[config.mk]
export PLATFORM = sky130hd
export DESIGN_NAME = rr_arbiter_4_flat
export DESIGN_NICKNAME = d
export VERILOG_FILES = /design/src/rtl/rr_arbiter_4_pkg.sv /design/src/rtl/rr_arbiter_4_if.sv /design/src/rtl/rr_arbiter_4_dec.sv /design/src/rtl/rr_arbiter_4.sv /design/src/flat_wrapper.sv
export SDC_FILE = /design/constraint.sdc
export NUM_CORES = 1
export LEC_CHECK = 0
export CORE_AREA = 2 2 39 41
export DETAILED_ROUTE_END_ITERATION = 16
export DIE_AREA = 0 0 41 43
export PLACE_DENSITY = 0.6
export SLEW_MARGIN = 0
export SYNTH_ARGS = -nofsm -noshare
export SYNTH_HDL_FRONTEND = slang
export SYNTH_HIERARCHICAL = 1
export SYNTH_SLANG_ARGS = --single-unit
[constraint.sdc]
create_clock -name clk -period 3.1 [get_ports clk]
set_clock_uncertainty 0.15 [all_clocks]
set_input_delay 0.775 -clock clk [delete_from_list [all_inputs] [get_ports clk]]
set_output_delay 0.775 -clock clk [all_outputs]
set_load 0.01 [all_outputs]
[src/rtl/rr_arbiter_4_pkg.sv]
`default_nettype none
// ============================================================================
// Module      : rr_arbiter_4_pkg
// Description : Shared types and constants for the 4-way round-robin arbiter.
//               ST_IDLE / ST_BUSY : arbiter FSM state encoding (1 bit)
//               N_REQ             : number of requesters
//               IDX_W             : width of a requester index
// Revision    : 1.0 - initial release
// ============================================================================
package rr_arbiter_4_pkg;

    localparam int N_REQ = 4;
    localparam int IDX_W = 2;

    typedef enum logic [0:0] {
        ST_IDLE = 1'b0,
        ST_BUSY = 1'b1
    } state_t;

endpackage : rr_arbiter_4_pkg
`default_nettype wire

[src/rtl/rr_arbiter_4_if.sv]
`default_nettype none
// ============================================================================
// Module      : rr_arbiter_4_if
// Description : Request/grant bundle between the requesting units and the
//               round-robin arbiter.
//               req       : per-requester request, held until served
//               done      : current owner releases the resource
//               grant     : one-hot grant, zero when there is no owner
//               grant_idx : index of the current owner (valid with valid=1)
//               valid     : a grant is active
//               timeout   : one-cycle pulse on a forced release
//               Modports: master = requester side, slave = arbiter side.
// Revision    : 1.0 - initial release
// ============================================================================
interface rr_arbiter_4_if;
    import rr_arbiter_4_pkg::*;

    logic [N_REQ-1:0] req;
    logic             done;
    logic [N_REQ-1:0] grant;
    logic [IDX_W-1:0] grant_idx;
    logic             valid;
    logic             timeout;

    modport master (
        output req,
        output done,
        input  grant,
        input  grant_idx,
        input  valid,
        input  timeout
    );

    modport slave (
        input  req,
        input  done,
        output grant,
        output grant_idx,
        output valid,
        output timeout
    );

endinterface : rr_arbiter_4_if
`default_nettype wire

[src/rtl/rr_arbiter_4_dec.sv]
`default_nettype none
// ============================================================================
// Module      : arb_onehot_dec
// Description : Combinational 2-to-4 one-hot decoder with enable.
//               idx : index to decode
//               en  : when low the output is all zero
//               y   : one-hot result
// Revision    : 1.0 - initial release
// ============================================================================
module arb_onehot_dec
    import rr_arbiter_4_pkg::*;
(
    input  logic [IDX_W-1:0] idx,
    input  logic             en,
    output logic [N_REQ-1:0] y
);

    always_comb begin
        y = '0;
        if (en) begin
            y[idx] = 1'b1;
        end
    end

endmodule : arb_onehot_dec
`default_nettype wire

[src/rtl/rr_arbiter_4.sv]
`default_nettype none
// ============================================================================
// Module      : rr_arbiter_4
// Description : Round-robin arbiter sharing one resource among 4 requesters.
//               A winner index is registered on the IDLE->BUSY edge and the
//               one-hot grant is decoded from it. The owner keeps the grant
//               until it raises done or drops its request; at least one idle
//               cycle separates consecutive grants. The pointer moves to the
//               requester after the released owner.
//               Ports: clk, rst (synchronous, active-high), bus (slave side
//               of rr_arbiter_4_if).
//               Optional build macro ARB_TIMEOUT_EN: adds an 8-bit hold
//               counter that forces a release after MAX_HOLD cycles of
//               ownership and pulses timeout. Without it timeout is tied 0.
// Revision    : 1.0 - initial release
// ============================================================================
module rr_arbiter_4
    import rr_arbiter_4_pkg::*;
#(
    parameter int MAX_HOLD = 15
)
(
    input  logic          clk,
    input  logic          rst,
    rr_arbiter_4_if.slave bus
);

    if (MAX_HOLD < 1 || MAX_HOLD > 255) begin : g_bad_max_hold
        $error("rr_arbiter_4: MAX_HOLD must lie in 1..255");
    end

    // Rotate the request vector so that bit 0 corresponds to ptr, take the
    // lowest set bit, then add ptr back (2-bit add wraps 3->0 naturally).
    function automatic logic [IDX_W-1:0] rr_pick(
        input logic [N_REQ-1:0] req,
        input logic [IDX_W-1:0] ptr
    );
        logic [2*N_REQ-1:0] dbl;
        logic [N_REQ-1:0]   rot;
        logic [IDX_W-1:0]   off;
        dbl = {req, req};
        rot = dbl[ptr +: N_REQ];
        off = '0;
        for (int k = N_REQ - 1; k >= 0; k--) begin
            if (rot[k]) begin
                off = k[IDX_W-1:0];
            end
        end
        return ptr + off;
    endfunction

    state_t           r_state;
    logic [IDX_W-1:0] r_ptr;
    logic [IDX_W-1:0] r_idx;

    state_t           w_state_nxt;
    logic [IDX_W-1:0] w_ptr_nxt;
    logic [IDX_W-1:0] w_idx_nxt;
    logic [IDX_W-1:0] w_winner;
    logic             w_valid;
    logic             w_release;

    assign w_winner = rr_pick(bus.req, r_ptr);
    assign w_valid  = (r_state == ST_BUSY);

    // Voluntary release: owner signals done or withdraws its request.
    assign w_release = bus.done || !bus.req[r_idx];

`ifdef ARB_TIMEOUT_EN
    localparam logic [7:0] C_HOLD_LAST = 8'(MAX_HOLD - 1);

    logic [7:0] r_cnt;
    logic       r_timeout;
    logic [7:0] w_cnt_nxt;
    logic       w_timeout_nxt;
    logic       w_hit;

    assign w_hit = (r_cnt == C_HOLD_LAST);
`endif

    always_ff @(posedge clk) begin
        if (rst) begin
            r_state <= ST_IDLE;
            r_ptr   <= '0;
            r_idx   <= '0;
        end else begin
            r_state <= w_state_nxt;
            r_ptr   <= w_ptr_nxt;
            r_idx   <= w_idx_nxt;
        end
    end

`ifdef ARB_TIMEOUT_EN
    always_ff @(posedge clk) begin
        if (rst) begin
            r_cnt     <= '0;
            r_timeout <= 1'b0;
        end else begin
            r_cnt     <= w_cnt_nxt;
            r_timeout <= w_timeout_nxt;
        end
    end
`endif

    always_comb begin
        w_state_nxt   = r_state;
        w_ptr_nxt     = r_ptr;
        w_idx_nxt     = r_idx;
`ifdef ARB_TIMEOUT_EN
        w_cnt_nxt     = r_cnt;
        w_timeout_nxt = 1'b0;
`endif
        case (r_state)
            ST_IDLE: begin
                if (|bus.req) begin
                    w_state_nxt = ST_BUSY;
                    w_idx_nxt   = w_winner;
`ifdef ARB_TIMEOUT_EN
                    w_cnt_nxt   = '0;
`endif
                end
            end
            ST_BUSY: begin
`ifdef ARB_TIMEOUT_EN
                if (w_release || w_hit) begin
                    w_state_nxt   = ST_IDLE;
                    w_ptr_nxt     = r_idx + 2'd1;
                    // A coincident voluntary release is reported as normal.
                    w_timeout_nxt = w_hit && !w_release;
                end else begin
                    w_cnt_nxt = r_cnt + 8'd1;
                end
`else
                if (w_release) begin
                    w_state_nxt = ST_IDLE;
                    w_ptr_nxt   = r_idx + 2'd1;
                end
`endif
            end
            default: begin
                w_state_nxt = ST_IDLE;
            end
        endcase
    end

    arb_onehot_dec u_dec (
        .idx (r_idx),
        .en  (w_valid),
        .y   (bus.grant)
    );

    assign bus.valid     = w_valid;
    assign bus.grant_idx = r_idx;
`ifdef ARB_TIMEOUT_EN
    assign bus.timeout   = r_timeout;
`else
    assign bus.timeout   = 1'b0;
`endif

endmodule : rr_arbiter_4
`default_nettype wire

[src/flat_wrapper.sv]
// flat-port wrapper written by rule: the top's interface ports become plain ports
module rr_arbiter_4_flat import rr_arbiter_4_pkg::*;
#(
    parameter int MAX_HOLD = 15
)
  (clk, rst, bus_req, bus_done, bus_grant, bus_grant_idx, bus_valid, bus_timeout);
  rr_arbiter_4_if bus_i ();
  input  logic clk;
  input  logic rst;
  input wire logic [$bits(bus_i.req)-1:0] bus_req;
  input wire logic [$bits(bus_i.done)-1:0] bus_done;
  output wire logic [$bits(bus_i.grant)-1:0] bus_grant;
  output wire logic [$bits(bus_i.grant_idx)-1:0] bus_grant_idx;
  output wire logic [$bits(bus_i.valid)-1:0] bus_valid;
  output wire logic [$bits(bus_i.timeout)-1:0] bus_timeout;
  assign bus_i.req = bus_req;
  assign bus_i.done = bus_done;
  assign bus_grant = bus_i.grant;
  assign bus_grant_idx = bus_i.grant_idx;
  assign bus_valid = bus_i.valid;
  assign bus_timeout = bus_i.timeout;
  rr_arbiter_4 #(.MAX_HOLD(MAX_HOLD)) u_core (.clk(clk), .rst(rst), .bus(bus_i));
endmodule
==> results.py, run 1 <==
metrics = {
    "floorplan": {
        "num_rows": 14,
        "die_w_um": 41,
        "initial_utilization": 0.318,
        "die_height_um": 43,
        "pin_count": 15,
        "dieArea_um2": 1760,
        "coreArea_um2": 1380,
    },
    "worst_setup_path": {
        "crit_buf_inv": 2,
        "crit_family": "compound AO/OA/AOI/OAI gates",
        "required_ns": 3.11,
        "worst_setup_path_end_kind": "register",
        "path_cells": "clkdlybuf4s50_1 -> inv_1 -> o311a_2 -> o21ai_0 -> ha_1 -> xnor2_1 -> xnor2_1 -> a211oi_1",
        "critPathKind": "in2reg",
        "critical_path.slowest_cell": "clkdlybuf4s50_1",
        "crit_fanout": 6,
        "worst_path_most_repeated_cell": "xnor2_1",
        "worstSetupStartpointType": "input port",
        "cp.arrival_ns": 2.62,
        "slowest_delay_ns": 0.57,
    },
    "timing": {
        "period_share": 0.842,
        "tns_ns": 0,
        "setup_viol": 0,
        "drv_slew": 0,
        "fmax_mhz": 383,
        "fin_hold_ws_ns": 0.437,
        "min_period_ns": 2.61,
        "finalHoldViolCount": 0,
        "fin_ws_ns": 0.490,
        "rsz0062_at_grt": "false",
    },
    "worst_hold_path": {
        "holdCritPathClass": "reg2reg",
    },
    "power": {
        "p_leak_nw": 0.223,
        "combPwrFrac": 0.366,
        "p_switching_mw": 0.0880,
        "pwr-share-seq": 0.353,
        "ir_worst_vdd_mv": 0.254,
        "finalPower_mw": 0.268,
        "p_sw_frac": 0.328,
        "p_per_area_nw_per_um2": 461,
        "clkPwrFrac": 0.281,
        "internal-power_mw": 0.180,
    },
    "global_route": {
        "antenna_found_initial": 0,
        "grt_pass1_vias": 351,
        "grt_first_pass_wirelength_um": 1520,
        "grt_max_degree": 13,
        "track_usage": 0.126,
        "grt_overflow": 0,
    },
    "logic_synthesis": {
        "syn_nets": 62,
        "yosysMostFrequentCell": "nor2_1",
        "synth_area_um2": 440,
        "synth_area_leader_cell": "dfxtp_1",
        "synth-seq-area-share": 0.227,
        "syn_inst": 54,
        "synth_edf_count": 0,
        "synth.distinct_cells": 28,
        "yosys_warnings": 6,
        "ys_ff_latch": 5,
        "yosys-top-cells-area": "dfxtp_1 23%, nor2_1 11%, xnor2_1 6.0%",
        "synth_commonest_cells": "13 x nor2_1, 5 x dfxtp_1, 3 x a211oi_1, 3 x xnor2_1",
        "synth_top_area_frac": 0.227,
        "syn_avg_cell_area_um2": 8.16,
        "synthArstFlopShare": 0,
        "synth-main-ff-cell": "dfxtp_1",
    },
    "run_status": {
        "status": "completed",
    },
    "placed_design": {
        "dp_hpwl_um": 680,
        "placed_cells": 79,
        "gp_congestion": 0.660,
        "port_buffers": 13,
        "placedInstanceArea_um2": 556,
        "preCtsSetupSlack_ns": 0.236,
    },
    "finish": {
        "multi_input_area_um2": 298,
        "area_delta_synth_final_pct": 32.1,
        "finalNonFillerCells": 83,
        "fin_nets": 76,
        "fin_util": 0.420,
        "design_area_um2": 582,
        "n_fill_cell": 153,
        "regArea_um2": 100,
        "n_antenna_cell": 0,
        "drive_gt1_frac": 0.119,
    },
    "clock_network": {
        "clock_latency_ns": 0.24,
        "post-cts-setup-buffers": 0,
        "cts_buffers": 3,
        "cts_sinks": 5,
        "clock_path_buffers": 2,
        "htree_num_levels": 1,
        "cts_root_buf": "clkbuf_4",
        "clk_pin_slew_ns": 0.04,
        "post_cts_resized": 0,
        "postCtsHoldBufs": 0,
        "cts_tree": "yes",
    },
    "detailed_routing": {
        "wl_um": 951,
        "first_pass_iters": 3,
        "vias": 426,
        "via_per_inst": 5.13,
        "wl_per_cell_um": 11.5,
        "ant_nets": 0,
        "drt-initial-drc-count": 4,
        "drc_errors": 0,
    },
    "run": {
        "maxCapViolCount": 0,
    },
}
[power groups by stage]
stage	clock network (mW)	registers [mW]	logic, mW
4_1_cts	0.0791	0.0954	0.0986
5_1_grt	0.0821	0.0982	0.108
6_report	0.0754	0.0946	0.0980
3_3_place_gp	0	0.0963	0.0968
2_1_floorplan	0	0.0914	0.0654
3_5_place_dp	0	0.0967	0.0975
[worst paths after layout]
path                                           endpoint  depth (start not counted)  slack [ns]       startpoint
worst max-delay path            u_core/bus.grant_idx[1]                          8        0.49       bus_req[3]
worst min-delay path                    u_core/r_ptr[1]                          2        0.44  u_core/r_ptr[1]
worst max register to register  u_core/bus.grant_idx[1]                          7        1.14  u_core/r_ptr[0]
worst min register to register          u_core/r_ptr[1]                          2        0.44  u_core/r_ptr[1]
[registers in the layout, summed over array words and instances (netlist names)]
signal	cells
u_core/bus.valid	1
u_core/bus.grant_idx	2
u_core/r_ptr	2
[logic make-up after synthesis]
| logic type | Yosys count | synth area share |
|---|---|---|
| xor+xnor | 3 | 0.0597 |
| mux | 2 | 0.0739 |
| compound gates | 13 | 0.230 |
| buf+inv | 6 | 0.0966 |
| other cells | 1 | 0.00851 |
| simple gates | 23 | 0.276 |
| fa+ha+maj | 1 | 0.0284 |
| flops | 5 | 0.227 |
[tightest hold or removal path, stage by stage, from the launching register on]
cell and delay, ns:
dfxtp_1 0.35, nor2_1 0.12, a211oi_1 0.06
[area by class of cell]
cell class	count	area share
well taps	16	0.0344
inverters	2	0.0129
multi-input cells	43	0.512
clock buffers	4	0.0452
repair buffers	13	0.224
flip-flops and latches	5	0.172
[cell usage in the layout, fill, tap and decap left out, types with 2 or more instances in the layout]
cell type	synthesis	layout
a211oi_1	3	3
a21oi_1	2	2
and3b_1	2	2
clkbuf_4	0	3
clkdlybuf4s50_1	0	13
dfxtp_1	5	5
inv_1	2	2
nand2b_1	2	2
nor2_1	13	13
o32ai_1	2	2
xnor2_1	3	3
[metal layers]
layer / routed length [um] / up-vias / track usage
li1: - / 221 / -
met4: 20 / 0 / 0.0600
met2: 383 / 11 / 0.163
met5: 0 / - / 0
met3: 60 / 2 / 0.0314
met1: 487 / 192 / 0.188
No activity file was read; power rests on OpenSTA's default activity.
==> run 2: changes to the inputs <==
--- a/config.mk
+++ b/config.mk
@@ -8,7 +8,7 @@
 export CORE_AREA = 2 2 39 41
 export DETAILED_ROUTE_END_ITERATION = 16
 export DIE_AREA = 0 0 41 43
-export PLACE_DENSITY = 0.6
+export PLACE_DENSITY = 0.63
 export SLEW_MARGIN = 0
 export SYNTH_ARGS = -nofsm -noshare
 export SYNTH_HDL_FRONTEND = slang
==> constraint.sdc (replaced) <==
create_clock -name clk -period 2.29 [get_ports clk]
set_clock_uncertainty 0.15 [all_clocks]
set_input_delay 0.5725 -clock clk [delete_from_list [all_inputs] [get_ports clk]]
set_output_delay 0.5725 -clock clk [all_outputs]
set_load 0.01 [all_outputs]
==> results.py, run 2 (same netlist as run 1, synthesis figures left out) <==
metrics = {
    "worst_setup_path": {
        "required_ns": 2.30,
        "r2r_slack_ns": 0.29,
        "r2r_cells": 7,
        "worstSetupStartpointType": "input port",
        "reg2reg_to": "u_core/bus.grant_idx[1]",
        "cp.arrival_ns": 2.26,
        "crit_end": "u_core/bus.grant_idx[1]",
        "crit_fanout": 3,
        "crit_path_start": "bus_req[3]",
        "reg2reg_from": "u_core/r_ptr[0]",
        "critPathKind": "in2reg",
        "worst_setup_path_end_kind": "register",
    },
    "placed_design": {
        "port_buffers": 13,
        "dp_hpwl_um": 736,
        "gp_congestion": 0.700,
    },
    "global_route": {
        "grt_first_pass_wirelength_um": 1590,
        "grt-busiest-layer": "met2",
        "grt_util_met2": 0.191,
        "grt_pass1_vias": 371,
        "track_usage": 0.135,
        "grt.met3_usage": 0.0471,
        "gr-usage-met1": 0.168,
        "grt_max_degree": 13,
        "grt_overflow": 0,
        "antenna_found_initial": 0,
    },
    "detailed_routing": {
        "drt-initial-drc-count": 12,
        "drc_errors": 0,
        "wl_per_cell_um": 12.5,
        "vias": 463,
        "wl_um": 1130,
        "ant_nets": 0,
        "first_pass_iters": 4,
        "via_per_inst": 5.14,
    },
    "timing": {
        "finalHoldViolCount": 0,
        "tns_ns": 0,
        "setup_viol": 0,
        "drv_slew": 0,
        "min_period_ns": 2.25,
        "rsz0062_at_grt": "true",
        "period_share": 0.982,
        "fmax_mhz": 445,
    },
    "floorplan": {
        "initial_utilization": 0.318,
        "coreArea_um2": 1380,
        "dieArea_um2": 1760,
        "num_rows": 14,
        "die_w_um": 41,
        "die_height_um": 43,
        "pin_count": 15,
    },
    "clock_network": {
        "cts_sinks": 5,
        "cts_buffers": 3,
        "cts_root_buf": "clkbuf_4",
        "htree_num_levels": 1,
        "clk_pin_slew_ns": 0.04,
        "cts_tree": "yes",
        "clock_path_buffers": 2,
        "clock_latency_ns": 0.24,
    },
    "finish": {
        "n_fill_cell": 142,
        "area_delta_synth_final_pct": 52.8,
        "multi_input_area_um2": 328,
        "fin_nets": 83,
        "n_antenna_cell": 0,
        "layout_common_cells": "11 x nor2_1, 10 x clkdlybuf4s50_1, 7 x buf_4",
        "regArea_um2": 101,
        "final_common_cell": "nor2_1",
        "drive_gt1_frac": 0.297,
    },
    "power": {
        "p_leak_nw": 0.288,
        "ir_worst_vdd_mv": 0.421,
        "p_per_area_nw_per_um2": 572,
        "finalPower_mw": 0.385,
    },
    "run_status": {
        "status": "completed",
    },
    "run": {
        "maxCapViolCount": 0,
    },
    "worst_hold_path": {
        "holdCritPathClass": "reg2reg",
    },
}
-- run 2: cell count changes in the layout (fill, tap and decap cells not counted), sizes merged --
cell           previous run  this run
buf                       0         7
clkdlybuf4s50            13        10
dlymetal6s2s              0         3
-- run 2: metal layers --
| layer | wire length, um | vias to the layer above | share of wire |
|---|---|---|---|
| li1 | - | 239 | - |
| met1 | 493 | 208 | 0.44 |
| met2 | 588 | 16 | 0.52 |
| met3 | 46 | 0 | 0.041 |
| met4 | 0 | 0 | 0 |
| met5 | 0 | - | 0 |
-- run 2: how the worst min path moves through the flow --
stage                           end  cells past startpoint               startpoint
floorplan           u_core/r_ptr[1]                      2          u_core/r_ptr[1]
global route        u_core/r_ptr[0]                      1  u_core/bus.grant_idx[0]
finish              u_core/r_ptr[0]                      1  u_core/bus.grant_idx[0]
global placement    u_core/r_ptr[1]                      2          u_core/r_ptr[1]
detailed placement  u_core/r_ptr[1]                      2          u_core/r_ptr[1]
CTS                 u_core/r_ptr[1]                      2          u_core/r_ptr[1]
-- run 2: cell type report --
cell class | instances | share of cell area
inverter | 2 | 0.0112
tap | 16 | 0.0297
clock buffer | 4 | 0.0390
multi-input combinational | 43 | 0.487
sequential | 5 | 0.151
timing repair buffer | 20 | 0.283
-- run 2: through the flow --
stage / cells / worst slack, ns / instance area, um2 / hold slack, ns / utilization
2_1_floorplan: 54 / 0.333 / 440 / 0.381 / -
3_3_place_gp: 86 / -0.237 / 608 / 0.420 / 0.439
3_5_place_dp: 86 / -0.240 / 608 / 0.425 / 0.439
4_1_cts: 90 / 0.000216 / 634 / 0.430 / 0.458
5_1_grt: 90 / -0.0312 / 673 / 0.450 / 0.486
6_report: 90 / 0.0408 / 673 / 0.406 / 0.486
-- run 2: power by group --
| group | switching, mW | internal [mW] | total, mW |
|---|---|---|---|
| registers | 0.0304 | 0.101 | 0.131 |
| clock network | 0.0344 | 0.0658 | 0.100 |
| logic | 0.0622 | 0.0911 | 0.153 |
| total | 0.127 | 0.258 | 0.385 |
-- run 2: what timing repair did --
| item | CTS | global route |
|---|---|---|
| hold buffers | 0 | 0 |
| endpoints found under the setup margin | 0 | 2 |
| setup buffers | 0 | 0 |
| gates resized for setup | 0 | 12 |
-- run 2: worst max-delay path: stages --
cell	delay, ns
clkdlybuf4s50_1	0.49
inv_1	0.08
o311a_2	0.39
o21ai_2	0.13
ha_2	0.19
xnor2_2	0.07
xnor2_1	0.14
a211oi_1	0.19
